===== src/rtl/video_timing.sv =====
// Raster timing generator: pixel/line counters, syncs, display enable and scaled coordinates.
// Optional macro VIDEO_TIMING_FRAME_COUNT_EN adds an 8-bit frame counter output.
module video_timing #(
    parameter int H_VISIBLE    = 640,
    parameter int H_FRONT      = 16,
    parameter int H_SYNC       = 96,
    parameter int H_BACK       = 48,
    parameter int V_VISIBLE    = 480,
    parameter int V_FRONT      = 10,
    parameter int V_SYNC       = 2,
    parameter int V_BACK       = 33,
    parameter int H_SCALE_LOG2 = 2,
    parameter int V_SCALE_LOG2 = 2,
    parameter int SYNC_NEG     = 1
) (
    input  logic       clk_i,
    input  logic       reset_i,
    input  logic       pix_ce_i,
    output logic [9:0] hcount_o,
    output logic [9:0] vcount_o,
    output logic       hsync_o,
    output logic       vsync_o,
    output logic       display_on_o,
    output logic [7:0] hpos_o,
    output logic [6:0] vpos_o,
    output logic       line_start_o,
    output logic       frame_start_o
`ifdef VIDEO_TIMING_FRAME_COUNT_EN
    ,
    output logic [7:0] frame_count_o
`endif
);

    localparam logic [9:0] H_LAST     = 10'(H_VISIBLE + H_FRONT + H_SYNC + H_BACK - 1);
    localparam logic [9:0] V_LAST     = 10'(V_VISIBLE + V_FRONT + V_SYNC + V_BACK - 1);
    localparam logic [9:0] H_VIS      = 10'(H_VISIBLE);
    localparam logic [9:0] V_VIS      = 10'(V_VISIBLE);
    localparam logic [9:0] H_SS       = 10'(H_VISIBLE + H_FRONT);
    localparam logic [9:0] H_SE       = 10'(H_VISIBLE + H_FRONT + H_SYNC);
    localparam logic [9:0] V_SS       = 10'(V_VISIBLE + V_FRONT);
    localparam logic [9:0] V_SE       = 10'(V_VISIBLE + V_FRONT + V_SYNC);
    localparam logic       SYNC_IDLE  = (SYNC_NEG != 0);

    logic [9:0] hcount_q, hcount_d;
    logic [9:0] vcount_q, vcount_d;
    logic       hsync_q, hsync_d;
    logic       vsync_q, vsync_d;
    logic       display_q, display_d;
    logic [7:0] hpos_q, hpos_d;
    logic [6:0] vpos_q, vpos_d;
    logic       line_start_q, line_start_d;
    logic       frame_start_q, frame_start_d;
    logic       h_vis, v_vis;

    // Every output is derived from the next-state counters so it lines up with hcount/vcount.
    always_comb begin
        hcount_d = hcount_q;
        vcount_d = vcount_q;
        if (pix_ce_i) begin
            if (hcount_q == H_LAST) begin
                hcount_d = '0;
                vcount_d = (vcount_q == V_LAST) ? '0 : vcount_q + 10'd1;
            end else begin
                hcount_d = hcount_q + 10'd1;
            end
        end
        h_vis         = (hcount_d < H_VIS);
        v_vis         = (vcount_d < V_VIS);
        display_d     = h_vis && v_vis;
        hsync_d       = (hcount_d >= H_SS && hcount_d < H_SE) ? ~SYNC_IDLE : SYNC_IDLE;
        vsync_d       = (vcount_d >= V_SS && vcount_d < V_SE) ? ~SYNC_IDLE : SYNC_IDLE;
        hpos_d        = h_vis ? 8'(hcount_d >> H_SCALE_LOG2) : '0;
        vpos_d        = v_vis ? 7'(vcount_d >> V_SCALE_LOG2) : '0;
        line_start_d  = pix_ce_i && (hcount_d == '0);
        frame_start_d = line_start_d && (vcount_d == '0);
    end

    always_ff @(posedge clk_i or posedge reset_i) begin
        if (reset_i) begin
            hcount_q      <= H_LAST;
            vcount_q      <= V_LAST;
            hsync_q       <= SYNC_IDLE;
            vsync_q       <= SYNC_IDLE;
            display_q     <= 1'b0;
            hpos_q        <= '0;
            vpos_q        <= '0;
            line_start_q  <= 1'b0;
            frame_start_q <= 1'b0;
        end else begin
            hcount_q      <= hcount_d;
            vcount_q      <= vcount_d;
            hsync_q       <= hsync_d;
            vsync_q       <= vsync_d;
            display_q     <= display_d;
            hpos_q        <= hpos_d;
            vpos_q        <= vpos_d;
            line_start_q  <= line_start_d;
            frame_start_q <= frame_start_d;
        end
    end

`ifdef VIDEO_TIMING_FRAME_COUNT_EN
    logic [7:0] frame_count_q;

    always_ff @(posedge clk_i or posedge reset_i) begin
        if (reset_i) begin
            frame_count_q <= '0;
        end else if (frame_start_d) begin
            frame_count_q <= frame_count_q + 8'd1;
        end
    end

    assign frame_count_o = frame_count_q;
`endif

    assign hcount_o      = hcount_q;
    assign vcount_o      = vcount_q;
    assign hsync_o       = hsync_q;
    assign vsync_o       = vsync_q;
    assign display_on_o  = display_q;
    assign hpos_o        = hpos_q;
    assign vpos_o        = vpos_q;
    assign line_start_o  = line_start_q;
    assign frame_start_o = frame_start_q;

endmodule


===== config.mk =====
export PLATFORM = sky130hd
export DESIGN_NAME = video_timing
export DESIGN_NICKNAME = d
export VERILOG_FILES = /design/src/rtl/video_timing.sv
export SDC_FILE = /design/constraint.sdc
export NUM_CORES = 1
export LEC_CHECK = 0
export ABC_AREA = 1
export BUFFER_PORTS_ARGS = -buffer_cell sky130_fd_sc_hd__buf_2
export CAP_MARGIN = 20
export CORE_MARGIN = 3
export CORE_UTILIZATION = 49
export DETAILED_ROUTE_END_ITERATION = 10
export GPL_TIMING_DRIVEN = 0
export PLACE_DENSITY_LB_ADDON = 0.15
export SYNTH_ARGS = -nofsm -noshare
export SYNTH_HDL_FRONTEND = slang
export SYNTH_SLANG_ARGS = --single-unit

===== constraint.sdc =====
create_clock -name clk_i -period 1.84 [get_ports clk_i]
set_clock_uncertainty 0.05 [all_clocks]
set_input_delay 0.368 -clock clk_i [delete_from_list [all_inputs] [get_ports clk_i]]
set_output_delay 0.368 -clock clk_i [all_outputs]
set_load 0.05 [all_outputs]

# After elaboration in Yosys (flattened, before gate mapping)
# Cells that the tools add are included.
# word_totals
reg_bits	40
output_inout_bits	40
word_cells	35
# classes
n_addsub	2
order_cmp	6
eq_ne	2
mux	9
n_reduce_logical	7
# ops
op	n
two-way mux 10 bit	5
adder 10 x 1 -> 10 bit, second input constant	2
equality test 10 bit, second input constant	2
zero test 10 bit	2
< comparator 10 bit, second input constant	2
< comparator 10 x 9 -> 1 bit, second input constant	2
>= comparator 10 bit, second input constant	1
>= comparator 10 x 9 -> 1 bit, second input constant	1
two-way mux 8 bit	1
two-way mux 7 bit	1
logical AND 1 bit	5
two-way mux 1 bit	2

# Logic depth before layout (Yosys ltp)
# logic_depth
depth_word	7
ltp_mapped	13

# Worst setup path before layout
# Ideal clock, no wire load.
# synth_path
path_kind	register to register
start	register hcount_q[0], in the netlist hcount_o[0]
end	register display_q, in the netlist display_on_o
t_arrival_ps	2021
required_ps	1721
setup_slack_ps	-301
path_stages_with_launch	13
cell_sequence	dfstp_2 ha_1 nand2_2 clkinv_2 nand2_4 nor3_4 buf_6 nand3_2 nand2_2 nor2_1 nand2_2 nand2_4 nor2_2
# synth_via
elab_chain_len	5
word_cells_on_any_way	9
# synth_rtl
element	line	text
start, declared	44	logic [9:0] hcount_q, hcount_d;
start signal, assigned	90	hcount_q <= hcount_d;
adder 10 x 1 -> 10 bit or equality test 10 bit (tied branches)	64, 60	
two-way mux 10 bit	60	if (hcount_q == H_LAST) begin
two-way mux 10 bit	59	if (pix_ce_i) begin
< comparator 10 bit or < comparator 10 x 9 -> 1 bit (tied branches)	67, 68	
logical AND 1 bit *	69	display_d = h_vis && v_vis;
net display_d	48	logic display_q, display_d;
end signal, assigned	94	display_q <= display_d;
end, declared	48	
# The timed path passes the listed nets; every way through them passes the cells marked *.

# Worst setup path in the final report
# layout_path
start	register hcount_q[1], in the netlist hcount_o[1]
end	register vpos_q[1], in the netlist vpos_o[1]
# layout_via
elab_chain_len	5
# layout_rtl
element	line	text
equality test 10 bit *	60	
two-way mux 10 bit *	60	
two-way mux 10 bit *	59	
< comparator 10 x 9 -> 1 bit	68	v_vis = (vcount_d < V_VIS);
two-way mux 7 bit *	73	vpos_d = v_vis ? 7'(vcount_d >> V_SCALE_LOG2) : '0;
net vpos_d[1]	50	logic [6:0] vpos_q, vpos_d;
end signal, assigned	96	vpos_q <= vpos_d;
end, declared	50	
# Marked as above.

==> impl_metrics.env <==
export IMPL_post_dp_hpwl_um=3150
export IMPL_path_cells="ha_4 > nand2_4 > clkinv_4 > nand2_4 > nor3_4 > buf_6 > nand3_2 > nand2_2 > nor2_2 > nand2_2 > nand2_8 > nor2_4"
export IMPL_pwr_share_comb_pct=45.8
export IMPL_p_sw_share_pct=45.6
export IMPL_ant_nets=0
export IMPL_fin_crit_ps=2120
export IMPL_pre_cts_slack_ps=-229
export IMPL_fp_dieW_um=70.7
export IMPL_p_int_mw=2.05
export IMPL_grt_pass1_vias=1741
export IMPL_wl_per_cell_um=13.1
export IMPL_maxCapViolCount=0
export IMPL_cp_end_kind="flop"
export IMPL_cp_slowest_cell="dfstp_4"
export IMPL_die_area_um2=4990
export IMPL_synth_nets=258
export IMPL_ys_flop_type="dfrtp_1"
export IMPL_path_max_fanout=7
export IMPL_ys_types=26
export IMPL_io_buffers=42
export IMPL_drtIter0Drc=93
export IMPL_clkTransAtPathRegs_ps=80
export IMPL_fin_ws_ps=-282
export IMPL_drt_wl_total_um=4840
export IMPL_p_leak_nw=1.47
export IMPL_antenna_cells=0
export IMPL_netlist_instances=252
export IMPL_initial_core_util_pct=53.2
export IMPL_critPathBufInv=2
export IMPL_grt_max_degree=41
export IMPL_cts_tree="built"
export IMPL_rsz0062_at_grt="true"
export IMPL_relSlewSlack_pct=46.4
export IMPL_synth_top_area_share_pct=34.2
export IMPL_crit_required_ps=2030
export IMPL_htree_levels=2
export IMPL_power_switching_mw=1.73
export IMPL_final_hold_viol_count=0
export IMPL_p_per_area_nw_per_um2=1340
export IMPL_violations="setup timing"
export IMPL_crit_arrival_ps=2310
export IMPL_io_pins=43
export IMPL_core_area_um2=3850
export IMPL_muxShareOfSynthArea_pct=0
export IMPL_mostFrequentLayoutCells="54 x nand2_1, 43 x buf_2, 42 x inv_1, 26 x dfrtp_1, 23 x nor2_1"
export IMPL_hold_class="primary input to asynchronous set/reset pin"
export IMPL_drc=0
export IMPL_seqPwrFrac_pct=33.1
export IMPL_synth_warning_count=0
export IMPL_grt_usage_pct=20.0
export IMPL_cp_slowest_stage_delay_ps=650
export IMPL_critical_path_class="flop to flop"
export IMPL_grt_pass1_wl_um=7870
export IMPL_viasPerCell=4.86
export IMPL_cts_root_buf="clkbuf_8"
export IMPL_syn_to_final_growth_pct=37.2
export IMPL_crit_family="simple AND/OR/NAND/NOR gates"
export IMPL_die_h_um=70.7
export IMPL_clkPwrFrac_pct=21.1
export IMPL_slew_viol_final=0
export IMPL_synth_seq_cells=40
export IMPL_post_dp_cell_area_um2=2380
export IMPL_outcome="finished with violations"
export IMPL_synth_seq_area_share_pct=49.6
export IMPL_tightest_slew_ps=802
export IMPL_final_nets=326
export IMPL_cts_buffers=5
export IMPL_fin_crit_sh_pct=115
export IMPL_routabilityCongestion=0.859
export IMPL_final_common_cell="nand2_1"
export IMPL_synthTopCellsByArea="dfrtp_1 34%, dfstp_2 15%, nand2_1 11%, inv_1 8.1%, nor2_1 5.5%"
export IMPL_synth_top_family_by_area="simple AND/OR/NAND/NOR gates"
export IMPL_cts_sinks=40
export IMPL_grt_ovfl_total=0
export IMPL_design_area_um2=2810
export IMPL_yosys_area_share_simple_pct=35.2
export IMPL_synth_compound_area_share_pct=3.30
export IMPL_std_cell_rows=22
export IMPL_power_mw=3.78
export IMPL_syn_area_per_cell_um2=8.13
export IMPL_synth_xor_area_share_pct=0.427
export IMPL_fmax_mhz=471
export IMPL_setup_viol=21
export IMPL_synth_enable_flop_cells=0
export IMPL_synthAdderAreaFrac_pct=1.83
export IMPL_first_pass_iters=4
export IMPL_async_reset_ff_share_pct=100
export IMPL_peakVddDrop_mv=1.43
export IMPL_synth_top_area_cell="dfrtp_1"
export IMPL_antenna_found_initial=0
export IMPL_ctsHoldBuffers=0
export IMPL_cts_buffer_depth=2
export IMPL_startpoint_type="flop"
export IMPL_final_layout_size_suffix_gt1_share_pct=45.8
export IMPL_clk_latency_ps=300
export IMPL_synth_area_um2=2050
export IMPL_vias=1793
## worst register-to-register path: cells and delay by family (launching register included)
family / cells / cell delay, ps
adders and majority gates: 1 / 150
buffers and inverters: 2 / 240
DFF: 1 / 650
and+or+nand+nor: 9 / 980
## state kept, by name, indices dropped and copies added, names as in the netlist
| register | flops |
|---|---|
| hcount_o | 10 |
| frame_start_o | 1 |
| hpos_o | 8 |
| vpos_o | 7 |
| vsync_o | 1 |
| line_start_o | 1 |
| display_on_o | 1 |
| hsync_o | 1 |
| vcount_o | 10 |
## per-layer routing
metal / wire length [um] / vias up / global-route usage, % / share of wire (%)
met2: 2280 / 53 / 31.0 / 47
met3: 289 / 8 / 4.12 / 6.0
met1: 2180 / 821 / 27.2 / 45
met5: 0 / - / 0 / 0
met4: 79 / 0 / 8.77 / 1.6
li1: - / 911 / - / -
## logic make-up (layout without fill, tap and decap cells)
group / Yosys count / in the layout
AOI/OAI and AO/OA: 10 / 10
buffers and inverters: 50 / 119
xor gates and xnor gates: 1 / 1
and+or+nand+nor: 148 / 148
adders and majority gates: 3 / 3
DFF: 40 / 40
## through the flow
step / hold WS [ps] / util [%] / std cells / TNS, ps
6_report: 168 / 73.0 / 369 / -4020
5_1_grt: 227 / 73.0 / 369 / -6150
4_1_cts: 199 / 67.9 / 362 / -2660
3_5_place_dp: 526 / 61.7 / 342 / -2390
3_3_place_gp: 553 / 61.7 / 342 / -2220
2_1_floorplan: 481 / - / 252 / -1440
## repair_timing
item                       in CTS  in global routing
setup buffers                  11                  7
setup endpoints to repair      16                 27
gates cloned                    1                  0
pin swaps                       5                 13
resized for setup               6                 29
## synthesized netlist by cell type, types with 5 or more instances
cell     number
nor3_1        5
nor2_2       14
nor2_1       30
nand2_2       6
dfstp_2      12
nand3_2       5
dfrtp_1      28
nand2_1      60
nand4_1       5
nand3_1      18
inv_1        44
## cell type report
| type | count | area [um2] |
|---|---|---|
| fillers | 305 | 1040 |
| multi-input cells | 162 | 1040 |
| clock buffers | 7 | 96.3 |
| well taps | 48 | 60.1 |
| repair buffers | 61 | 360 |
| plain buffers | 2 | 16.3 |
| clock inverters | 1 | 30.0 |
| inverters | 48 | 186 |
| flip-flops and latches | 40 | 1030 |
## final timing paths
kind | startpoint | end | slack [ps] | depth (start not counted)
max | hcount_o[1]$_DFF_PP1_ | vpos_o[1]$_DFF_PP0_ | -280 | 12
min | reset_i | hpos_o[7]$_DFF_PP0_ | 170 | 2
max reg2reg | hcount_o[1]$_DFF_PP1_ | vpos_o[1]$_DFF_PP0_ | -280 | 12
min reg2reg | hcount_o[4]$_DFF_PP1_ | hcount_o[4]$_DFF_PP1_ | 580 | 2
max in group asynchronous | reset_i | vcount_o[0]$_DFF_PP0_ | 1020 | 2
min in group clk_i | pix_ce_i | hcount_o[4]$_DFF_PP1_ | 410 | 3
## power by group through the flow
stage	clock, mW	combinational, mW	sequential, mW
floorplan	0	0.551	1.91
global placement	0	1.48	1.27
detailed placement	0	1.49	1.27
CTS	0.801	1.57	1.25
global route	0.838	1.84	1.28
finish	0.797	1.73	1.25
No activity file was read; power rests on OpenSTA's default activity.
